## src/rtl/pcw_vid_pkg.sv

```systemverilog
// pcw_vid_pkg: video memory slot phases and timing constants shared with video_controller
package pcw_vid_pkg;
   typedef enum logic [1:0] {VID_ADDR, VID_DATA, CPU_ADDR, CPU_DATA} vmem_phase_t;
   localparam int PIX_DIV = 4;
   localparam int VID_ADDR_W = 17;
endpackage

```

## src/rtl/video_mem_responder.sv

```systemverilog
// video_mem_responder: time-slices one video RAM between pixel fetches (phases 0-1) and CPU accesses (phases 2-3)
module video_mem_responder
   import pcw_vid_pkg::*;
#(
   parameter int ADDR_W = VID_ADDR_W,
   parameter int DATA_W = 8
) (
   input  logic              clk_sys,
   input  logic              reset_n,
   input  logic              ce_pix,
   input  logic [ADDR_W-1:0] vid_addr,
   output logic [DATA_W-1:0] vid_din,
   input  logic              cpu_req,
   input  logic              cpu_we,
   input  logic [ADDR_W-1:0] cpu_addr,
   input  logic [DATA_W-1:0] cpu_wdata,
   output logic [DATA_W-1:0] cpu_rdata,
   output logic              cpu_ack,
   output logic [ADDR_W-1:0] ram_addr,
   output logic              ram_we,
   output logic [DATA_W-1:0] ram_wdata,
   input  logic [DATA_W-1:0] ram_q,
   output logic              sync_err
);
   logic [1:0] rst_q;
   logic rst_n_s;
   vmem_phase_t phase, phase_nxt;
   logic busy, issue;

   always_ff @(posedge clk_sys or negedge reset_n)
      if (!reset_n) rst_q <= '0;
      else rst_q <= {rst_q[0], 1'b1};
   assign rst_n_s = rst_q[1];

   // an early ce_pix in phase 2 withholds the CPU slot, so an access is never split by a resync
   always_comb begin
      phase_nxt = (ce_pix || phase == vmem_phase_t'(2'(PIX_DIV - 1))) ? VID_ADDR : vmem_phase_t'(phase + 2'd1);
      issue = phase == CPU_ADDR && cpu_req && !busy && !ce_pix;
   end

   always_ff @(posedge clk_sys or negedge rst_n_s)
      if (!rst_n_s) phase <= VID_ADDR;
      else phase <= phase_nxt;

   always_ff @(posedge clk_sys or negedge rst_n_s)
      if (!rst_n_s) begin
         vid_din <= '0;
         cpu_rdata <= '0;
         cpu_ack <= 1'b0;
         ram_addr <= '0;
         ram_we <= 1'b0;
         ram_wdata <= '0;
         sync_err <= 1'b0;
         busy <= 1'b0;
      end else begin
         cpu_ack <= busy && phase == CPU_DATA;
         sync_err <= ce_pix && phase != CPU_DATA;
         if (phase == VID_ADDR) begin
            ram_addr <= vid_addr;
            ram_we <= 1'b0;
         end
         if (phase == VID_DATA) vid_din <= ram_q;
         if (issue) begin
            ram_addr <= cpu_addr;
            ram_we <= cpu_we;
            ram_wdata <= cpu_wdata;
            busy <= 1'b1;
         end
         if (phase == CPU_DATA) begin
            ram_we <= 1'b0;
            busy <= 1'b0;
            if (busy && !ram_we) cpu_rdata <= ram_q;
         end
      end
endmodule

```

## config.mk

```make
export PLATFORM = sky130hd
export DESIGN_NAME = video_mem_responder
export DESIGN_NICKNAME = d
export VERILOG_FILES = /design/src/rtl/pcw_vid_pkg.sv /design/src/rtl/video_mem_responder.sv
export SDC_FILE = /design/constraint.sdc
export NUM_CORES = 1
export LEC_CHECK = 0
export ABC_AREA = 1
export BUFFER_PORTS_ARGS = -buffer_cell sky130_fd_sc_hd__buf_2
export CAP_MARGIN = 20
export CELL_PAD_IN_SITES_DETAIL_PLACEMENT = 2
export CELL_PAD_IN_SITES_GLOBAL_PLACEMENT = 2
export CORE_MARGIN = 1
export CORE_UTILIZATION = 26
export DETAILED_ROUTE_END_ITERATION = 10
export PLACE_DENSITY = 0.82
export SLEW_MARGIN = 30
export SYNTH_ARGS = -nofsm -noshare
export SYNTH_HDL_FRONTEND = slang
export SYNTH_SLANG_ARGS = --single-unit
export TNS_END_PERCENT = 10
```

## constraint.sdc

```tcl
create_clock -name clk_sys -period 1.7 [get_ports clk_sys]
set_input_delay 0.17 -clock clk_sys [delete_from_list [all_inputs] [get_ports clk_sys]]
set_output_delay 0.17 -clock clk_sys [all_outputs]
set_load 0.03 [all_outputs]
```

# Word level (Yosys, flattened, before mapping)
# Index checks and enable logic that the tools add are counted.
[word_totals]
reg_bits = 49
latchBits = 0
mem_bits_rw = 0
romBits = 0
inputBits = 55
output_inout_bits = 44
elab_cells = 38
n_memories = 0
[op_classes]
add_sub_neg = 1
mul = 0
div_mod_pow = 0
n_lt_le_gt_ge = 0
n_eq_ne = 4
n_shift = 0
n_mux = 8
n_bitwise = 0
n_reduce_logical = 15
[ops]
columns = ["cell", "count"]
rows = [
  ["$mux 17", 2],
  ["$logic_and 1x1->1", 6],
  ["$mux 1", 5],
  ["$eq 2x2->1 const B", 2],
  ["$reduce_bool 2->1", 2],
  ["$logic_not 1->1", 3],
  ["$reduce_bool 3->1", 1],
  ["$add 2x1->2 const B", 1],
  ["$eq 2x1->1 const B", 1],
  ["$logic_not 2->1", 1],
  ["$mux 2", 1],
  ["$ne 2x2->1 const B", 1],
  ["$reduce_and 2->1", 1],
  ["$logic_or 1x1->1", 1],
]

# Logic depth before layout (Yosys ltp)
# Gate-level depths: netlist of the first run.
[logic_depth]
word_depth = 6
depth_mapped = 8
depth_no_buf = 8

# Worst setup path before layout of the first run
# No wires, ideal clock.
[synth_path]
path_kind = "register -> register"
startpoint = "reg phase[0]"
endpoint = "reg cpu_rdata[5]"
setup_ns = 0.118
arrival_ns = 1.233
t_required_ns = 1.582
setup_slack_ns = 0.349
path_stages_with_launch = 8
path_buffers = 2
synth_period_minus_slack_ns = 1.351
path_cell_list = "dfrtp_1 ha_1 nand2_1 or2_1 buf_6 buf_6 nand2_2 o21ai_2"
[synth_via]
elab_chain_len = 2
[synth_lines]
columns = ["element", "line_no", "source"]
rows = [
  ["start: declaration", "video_mem_responder.sv:27", "vmem_phase_t phase, phase_nxt;"],
  ["start signal: assignment", "video_mem_responder.sv:43", "else phase <= phase_nxt;"],
  ["$eq 2x2->1", "video_mem_responder.sv:69", "if (phase == CPU_DATA) begin"],
  ["$reduce_and 2->1 (no line)", "-", ""],
  ["end signal: assignment", "video_mem_responder.sv:72", "if (busy && !ram_we) cpu_rdata <= ram_q;"],
  ["end: declaration", "video_mem_responder.sv:17", "output logic [DATA_W-1:0] cpu_rdata,"],
]
# No other way between the ends.
# A chain may end at the register's enable or synchronous reset.

# Worst setup path in the final report of the first run
[layout_path]
startpoint = "reg phase[0]"
endpoint = "reg cpu_rdata[4]"
# Same word-level chain as after synthesis.

==> results of run 1 <==
-- worst max path at each step --
stage	from	depth (start not counted)	slack, ps	endpoint
2_1_floorplan	rst_q[1]	0	240	busy
4_1_cts	phase[0]	5	130	cpu_rdata[4]
3_5_place_dp	phase[0]	5	-8	cpu_rdata[4]
5_1_grt	phase[0]	5	40	cpu_rdata[4]
6_report	phase[0]	5	150	cpu_rdata[4]
3_3_place_gp	phase[0]	5	120	cpu_rdata[2]
-- area by class of cell --
type	instances	area [sq um]	share of cell area
Clock buffer	6	72.6	0.0246
Clock inverter	2	10.0	0.00340
Inverter	34	128	0.0433
Multi-Input combinational cell	159	783	0.266
Sequential cell	49	1230	0.417
Tap cell	105	131	0.0446
Timing Repair Buffer	108	593	0.201
-- cell families (layout without fill, tap and decap cells) --
family          Yosys count  count (layout)
compound gates           16              16
fa+ha+maj                 4               4
buf+inv                  49             150
flops                    49              49
other cells               1               1
simple gates            138             138
-- cells in the mapped netlist --
library cell,n
sky130_fd_sc_hd__buf_6,2
sky130_fd_sc_hd__dfrtp_1,49
sky130_fd_sc_hd__nand2_1,61
sky130_fd_sc_hd__inv_1,32
sky130_fd_sc_hd__nor2_4,1
sky130_fd_sc_hd__nand4_1,2
sky130_fd_sc_hd__a21oi_1,8
sky130_fd_sc_hd__or2_1,1
sky130_fd_sc_hd__nor3_1,1
sky130_fd_sc_hd__buf_2,10
sky130_fd_sc_hd__nor3b_1,1
sky130_fd_sc_hd__o21ai_2,8
sky130_fd_sc_hd__ha_1,4
sky130_fd_sc_hd__conb_1,1
sky130_fd_sc_hd__nand3_1,59
sky130_fd_sc_hd__nand2_2,3
sky130_fd_sc_hd__clkbuf_1,3
sky130_fd_sc_hd__nor2_1,9
sky130_fd_sc_hd__inv_2,2
-- stage by stage --
step / total power, mW / worst slack [ps] / cell area, sq um / util / hold WS, ps
global placement: 3.53 / 124 / 2850 / 0.345 / -44.5
finish: 4.23 / 147 / 2950 / 0.357 / 101
detailed placement: 3.63 / -7.68 / 2850 / 0.345 / -43.9
floorplan: 2.96 / 235 / 2220 / - / -126
global route: 4.53 / 44.2 / 2950 / 0.357 / 106
CTS: 4.33 / 131 / 2950 / 0.357 / 90.0
-- cell usage in the layout, fill, tap and decap left out --
| cell | count |
|---|---|
| sky130_fd_sc_hd__buf_2 | 98 |
| sky130_fd_sc_hd__nand2_1 | 61 |
| sky130_fd_sc_hd__nand3_1 | 59 |
| sky130_fd_sc_hd__dfrtp_1 | 48 |
| sky130_fd_sc_hd__inv_1 | 32 |
| sky130_fd_sc_hd__nor2_1 | 9 |
| sky130_fd_sc_hd__a21oi_1 | 8 |
| sky130_fd_sc_hd__o21ai_2 | 8 |
| sky130_fd_sc_hd__buf_4 | 7 |
| sky130_fd_sc_hd__clkbuf_8 | 5 |
| sky130_fd_sc_hd__ha_1 | 4 |
| sky130_fd_sc_hd__nand2_2 | 3 |
| sky130_fd_sc_hd__inv_2 | 2 |
| sky130_fd_sc_hd__nand4_1 | 2 |
| sky130_fd_sc_hd__clkinv_2 | 2 |
| sky130_fd_sc_hd__buf_12 | 2 |
| sky130_fd_sc_hd__nor3_1 | 1 |
| sky130_fd_sc_hd__nor3b_1 | 1 |
| sky130_fd_sc_hd__nor2_4 | 1 |
| sky130_fd_sc_hd__or2_2 | 1 |
| sky130_fd_sc_hd__clkbuf_1 | 1 |
| sky130_fd_sc_hd__dlygate4sd3_1 | 1 |
| sky130_fd_sc_hd__conb_1 | 1 |
| sky130_fd_sc_hd__dfrtp_2 | 1 |
-- power groups by stage --
stage | sequential (mW) | combinational (mW) | clock (mW)
finish | 1.74 | 1.83 | 0.668
global route | 1.78 | 2.00 | 0.750
CTS | 1.75 | 1.86 | 0.714
detailed placement | 1.77 | 1.86 | 0
global placement | 1.75 | 1.78 | 0
floorplan | 2.41 | 0.544 | 0
-- critical path: stages, from the launching register on --
cell,delay [ps]
sky130_fd_sc_hd__dfrtp_1,410
sky130_fd_sc_hd__ha_1,260
sky130_fd_sc_hd__nand2_1,90
sky130_fd_sc_hd__or2_2,450
sky130_fd_sc_hd__nand2_1,150
sky130_fd_sc_hd__o21ai_2,70
-- metal layers --
layer,GRT usage,part of all wire
met4,0.0269,0.0060
met2,0.289,0.50
met1,0.193,0.42
met5,0,0
met3,0.0515,0.078
-- what timing repair did --
action / in CTS / in global routing
gates resized for setup: 1 / 0
endpoints found under the setup margin: 2 / 0
hold buffers: 1 / 0
hold endpoints to repair: 2 / 0
-- sequential cells by signal (all words and copies together) (netlist names) --
| signal | cells |
|---|---|
| ram_addr | 17 |
| cpu_rdata | 8 |
| ram_wdata | 8 |
| vid_din | 8 |
| phase | 2 |
| rst_q | 2 |
| busy | 1 |
| cpu_ack | 1 |
| ram_we | 1 |
| sync_err | 1 |
==> results.md, run 1 <==
STA:
- The minimum clock period after layout is 1550 ps.
- Headroom to the max-slew limit came out at 0.609.
- For the pin with the worst max-slew slack, the measured transition is 586 ps.
- In the finished design, the share of the clock period the worst path needs comes to 0.914.
- Setup repair after global routing left no endpoint under its margin.
- The final hold violation count is 0.
- Static timing analysis puts the maximum clock frequency at 0.644 GHz.
- The setup TNS is 0 ps.
- The final number of max-transition violations is 0.
- The count of final setup violators is 0.
- Between clock sinks in the finished design, the worst skew comes to 6.23 ps.

Floorplanning:
- The area of the die is 0.00892 sq mm.
- In this run the horizontal extent of the chip is 94.4 microns.
- Pin placement for this block handled 99 I/O pins.
- Row generation in the floorplan step produced 33 rows.
- In this run the standard cell core region covers 0.00826 sq mm.
- The height of the chip is 94.4 microns.
- The effective utilization at floorplan is 0.269.

Synth:
- By area the synthesized netlist is led by sky130_fd_sc_hd__dfrtp_1 (55%), sky130_fd_sc_hd__nand3_1 (13%), sky130_fd_sc_hd__nand2_1 (10%).
- The number of instances in the synthesized netlist is 257.
- Summing every instance area after synthesis gives 0.00222 sq mm.
- By area, the combinational part of the netlist is dominated by simple AND/OR/NAND/NOR gates.
- The biggest area consumer among synthesized cells is sky130_fd_sc_hd__dfrtp_1.
- The complex-gate fraction of the synthesized area is 0.0496.
- Yosys printed 0 warnings.
- The post-synthesis simple-gate area fraction is 0.279.
- The share of Yosys cell area claimed by the top area cell type is 0.552.
- The number of nets in the synthesized netlist is 316.
- Of the total synthesized cell area, the portion taken by full adders, half adders and majority gates is 0.0225.
- Of the post-synthesis cell area, the part taken by muxes is 0.
- The share of the synthesized netlist area taken by xor and xnor gates is 0.
- The share of the Yosys chip area taken by registers is 0.552.
- Dividing the synthesized area by the synthesized cell count gives 8.64 sq um.
- In this run, synthesis produced a sequential element count of 49.
- The synthesized netlist contains 19 unique library cells.

Power:
- The design internal power is 2.35 mW.
- Dividing total power by cell area gives a power density of 1440 mW/mm^2.
- VDD sags by at most 0.000340 V.
- The part of the total power dissipated in sequential elements is 0.410.
- The share of total power dissipated in combinational logic is 0.432.
- The share of total power dissipated in the clock network is 0.158.
- Summed over all cells, the static leakage comes to 1.69 nW.
- Of the total power, the share spent switching nets is 0.445.
- The net switching component of the power is 1.88 mW.

Finish:
- The count of cells in the finished layout, fillers not included, comes to 463.
- Compared with the post-synthesis result, the final layout area differs by 32.6%.
- Fill cells in the final layout number 991.
- The final layout contains 416 nets.
- In the final layout, the share of cells above drive strength 1 is 0.363.
- The number of antenna cells inserted is 0.

Critical path:
- In this run the register-to-register setup slack is 150 ps.
- The type of element capturing the critical path is a flip-flop.
- The endpoint identified for the worst register-to-register timing path is cpu_rdata[4].
- The data arrival time of the critical path is 1730 ps.
- STA puts the critical path data required time at 1880 ps.
- The worst setup path is of the flip-flop to flip-flop kind.
- The launching point of the worst reg2reg path is phase[0].
- The worst setup path is launched from a flip-flop.
- Along the worst path, the maximum fanout reaches 16.
- For the worst flop-to-flop path, the logic depth is 5.

Placement:
- The count of input and output buffers is 98.
- Once placement completed, the tool counted placed cells totaling 454.
- Routability-driven placement finished with a final weighted congestion of 0.707.
- Once detailed placement completed, the half-perimeter wirelength came to 5.23 mm.

Global route:
- The global router's overall resource usage is 0.162.
- Entering global routing, the biggest net connects 35 pins.
- The sum of overflow across all layers after global routing is 0.
- The number of global-route vias before repair was 2306.
- The initial antenna violation count is 0.
- The first global-routing pass estimated 11.1 mm of wire.

Clock tree:
- The tree is rooted in a sky130_fd_sc_hd__clkbuf_8.
- The largest buffer count on any clock path is 2.
- Once the clock tree was built, the setup fixing pass inserted 0 buffers.
- The CTS tree is done.
- Clock tree synthesis found a total of 49 sinks.
- Counting the buffers created by CTS gives 5.
- The H-tree was split into 2 levels.
- After clock tree synthesis, the clock-pin slew on the worst setup and hold paths is 90 ps.
- The later-pin clock latency in the skew report is 300 ps.

Status:
- The flow ran to the end, and the final reports show no timing, DRC or antenna violations.

Drt:
- In the routed layout, each cell is associated on average with a via count of 4.57.
- The total number of vias is 2117.
- The residual antenna-violating net count after detailed routing is 0.
- The wire length after detailed routing is 6.80 mm.
- The detailed router's first-iteration violation count is 37.
- The number of optimization iterations in the first detailed-route pass is 4.
- The routed wirelength normalized by instance count is 14.7 microns.
- After detailed routing, the number of remaining DRC violations is 0.

Flow run:
- Across the run, the number of max-cap violations was 0.

Worst hold path:
- The worst hold path class is input pin to flip-flop.
- The sink of the worst hold path is ram_wdata[0].
- The startpoint identified for the worst hold timing path is cpu_wdata[0].
- The number of cells on the worst hold path is 3.
(Power assumes the default switching activity.)
==> inputs of run 2 (changes only) <==
--- a/config.mk
+++ b/config.mk
@@ -13,7 +13,7 @@
 export CORE_MARGIN = 1
 export CORE_UTILIZATION = 26
 export DETAILED_ROUTE_END_ITERATION = 10
-export PLACE_DENSITY = 0.82
+export PLACE_DENSITY = 0.84
 export SLEW_MARGIN = 30
 export SYNTH_ARGS = -nofsm -noshare
 export SYNTH_HDL_FRONTEND = slang
==> run 2 against run 1 <==
  * Critical path depth up 3
  * Non-clock buffer count decreased by 3
  * Hold slack lost 0.89 ps
  * Via count increased by 0.38%
  * Global-route usage down 0.20 points
  * Register-to-register slack better by 120 ps
  * Critical path type unchanged
  * Critical endpoint is now ram_addr[7]
==> results.md, run 2 (synthesized netlist as in run 1, its figures left out) <==
STA:
- The setup TNS is 0 ps.
- Derived from the worst setup path, the maximum achievable clock frequency is 0.696 GHz.
- The final hold violation count is 0.
- The worst path in the final design needs a cycle of 1440 ps, including I/O delays and setup.
- The actual slew at the worst max-slew pin is 579 ps.
- Headroom to the max-slew limit came out at 0.614.
- In the post-route analysis, the smallest setup slack over all paths is 264 ps.
- In the finished design, the share of the clock period the worst path needs comes to 0.845.
- The worst clock skew is 10.8 ps.
- Setup repair after global routing left no endpoint under its margin.
- The final number of max-transition violations is 0.
- The count of final setup violators is 0.

Clock tree:
- The later-pin clock latency in the skew report is 300 ps.
- The maximum level of the CTS H-tree is 2.
- TritonCTS built the clock tree.
- The total number of clock tree sinks is 49.
- The CTS clock-pin slew for the worst setup and hold paths is 100 ps.
- The clock passes through at most 2 buffers.
- Clock tree synthesis inserted a total of 5 buffers.
- The library cell used as clock root buffer is sky130_fd_sc_hd__clkbuf_8.

Finish:
- ram_addr holds more flip-flops than any other register.
- The share of cells above drive strength 1 is 0.358.
- In the layout the commonest cells are sky130_fd_sc_hd__buf_2 (98), sky130_fd_sc_hd__nand2_1 (61), sky130_fd_sc_hd__nand3_1 (59).
- The register with the most flip-flops in the layout has 17 of them.
- The final layout net count is 413.
- The sequential cell area in the final layout is 0.00123 sq mm.
- The area of the multi-input gates is 786 sq um.
- Counting the fill cells in the layout gives 977.
- The number of antenna cells inserted is 0.
- The leading cell type in the layout, fill and taps excluded is sky130_fd_sc_hd__buf_2.
- Relative to the synthesized area, the layout overhead comes to 33.2%.

Floorplanning:
- The count of boundary I/O pins is 99.
- Row generation in the floorplan step produced 33 rows.
- The area of the die is 0.00892 sq mm.
- The horizontal extent of the die is 94.4 microns.
- The area of the placeable core is 0.00826 sq mm.
- The initial utilization of the core area, before any placement, comes to 0.269.
- The height of the chip is 94.4 microns.

Critical path:
- The launching point of the worst reg2reg path is phase[0].
- Walking the worst path, the cells encountered are inv_1 -> ha_1 -> nand2_1 -> inv_2 -> nand2_2 -> buf_12 -> nand3_1 -> nand3_1.
- The master of the slowest instance on the critical path is sky130_fd_sc_hd__dfrtp_1.
- The worst setup path is captured at a flip-flop.
- By instance count, the cell type seen most on the critical path is sky130_fd_sc_hd__nand3_1.
- In this run the worst path has a maximum fanout of 30.
- At the worst endpoint, the required time is 1940 ps.
- The maximum cell stage delay along the critical path is 420 ps.
- The critical path starts at phase[0].
- The number of buffers and inverters on the critical path is 3.
- The category of the most critical setup path is flip-flop to flip-flop.
- At the worst endpoint, the arrival time is 1680 ps.
- STA classifies the critical path startpoint as a flip-flop.
- The gate family responsible for the most delay along the worst path is simple AND/OR/NAND/NOR gates.

Drt:
- In the routed design, unresolved DRC markers number 0.
- After detailed routing, the average wire length per cell comes to 14.8 microns.
- The detailed router finished its first iteration with 30 violations.
- The residual antenna-violating net count after detailed routing is 0.
- Wires add up to 6.82 mm.
- The number of vias per cell after detailed routing is 4.62.
- The total number of vias is 2125.
- The number of optimization iterations in the first detailed-route pass is 4.

Power:
- The worst-case IR drop observed on VDD is 0.000399 V.
- In this run the static leakage power is 1.69 nW.
- Power spread over the standard cell area amounts to 1490 mW/mm^2.
- The overall power after layout is 4.42 mW.

Global route:
- The pin count of the biggest net entering global routing is 31.
- Global routing finished with a remaining overflow of 0.
- The first-pass GRT wire length is 10.9 mm.
- In the global route stage, overall resource usage came out at 0.161.
- The number of global-route vias before repair is 2284.
- The initial antenna violation count is 0.

Status:
- The flow ran to the end, and the final reports show no timing, DRC or antenna violations.

Placement:
- The total half-perimeter wirelength after legalization and detailed placement is 5.15 mm.
- The placer's final routability congestion estimate is 0.733.
- The setup slack after placement is 11.0 ps.
- Buffers placed on the I/O ports in this run total 98.

Worst hold path:
- The worst hold path class is input pin to flip-flop.
- The start point of the worst min-delay path is cpu_wdata[5].

Flow run:
- The max-capacitance violation count is 0.
-- run 2: cell count changes in the layout (fill, tap and decap cells not counted) --
cell	change
sky130_fd_sc_hd__clkinv_2	-2
sky130_fd_sc_hd__bufinv_16	+1
sky130_fd_sc_hd__clkbuf_8	+1
sky130_fd_sc_hd__or2_4	+1
sky130_fd_sc_hd__or2_2	-1
sky130_fd_sc_hd__buf_4	-3
-- run 2: per-layer routing --
layer | global-route usage | up-vias | wire [microns]
li1 | - | 1000 | -
met1 | 0.176 | 1039 | 2830
met2 | 0.302 | 78 | 3430
met3 | 0.0435 | 8 | 485
met4 | 0.0423 | 0 | 72
met5 | 0 | - | 0
-- run 2: worst paths after layout --
| check | endpoint | slack, ps | cells past startpoint |
|---|---|---|---|
| min in group asynchronous | rst_q[0] | 170 | 2 |
| hold reg to reg | ram_addr[15] | 220 | 0 |
| setup reg to reg | ram_addr[7] | 260 | 8 |
| setup / recovery | ram_addr[7] | 260 | 8 |
| max in group asynchronous | cpu_ack | 940 | 1 |
| hold / removal | ram_wdata[5] | 100 | 3 |
-- run 2: worst register-to-register path: cells and delay by family (launching register included) --
family	cells	cell delay (ps)
flops	1	420
fa+ha+maj	1	200
simple gates	4	420
buf+inv	3	340
-- run 2: final cells by class --
type                            count  area share
Sequential cell                    49       0.415
Clock inverter                      1      0.0101
Inverter                           34      0.0431
Multi-Input combinational cell    159       0.266
Clock buffer                        7      0.0292
Tap cell                          105      0.0444
Timing Repair Buffer              105       0.193
-- run 2: power breakdown --
part	total (mW)	switching, mW	internal [mW]	leakage, nW
clock	0.878	0.397	0.480	0.0585
combinational	1.81	1.27	0.536	1.05
sequential	1.73	0.219	1.52	0.585
total	4.42	1.89	2.53	1.69
-- run 2: timing repair --
action / 4_1_cts / 5_1_grt
endpoints found under the hold margin: 2 / 0
hold buffers: 1 / 0
gates cloned: 0 / 0
endpoints found under the setup margin: 5 / 1
setup buffers: 0 / 0
gates resized for setup: 1 / 1
-- run 2: through the flow --
step | hold slack [ps] | cells | cell area [sq um] | util
global placement | -42.0 | 451 | 2830 | 0.343
finish | 100 | 460 | 2960 | 0.358
CTS | 94.7 | 460 | 2960 | 0.358
detailed placement | -41.0 | 451 | 2830 | 0.343
global route | 101 | 460 | 2960 | 0.358
floorplan | -126 | 257 | 2220 | -
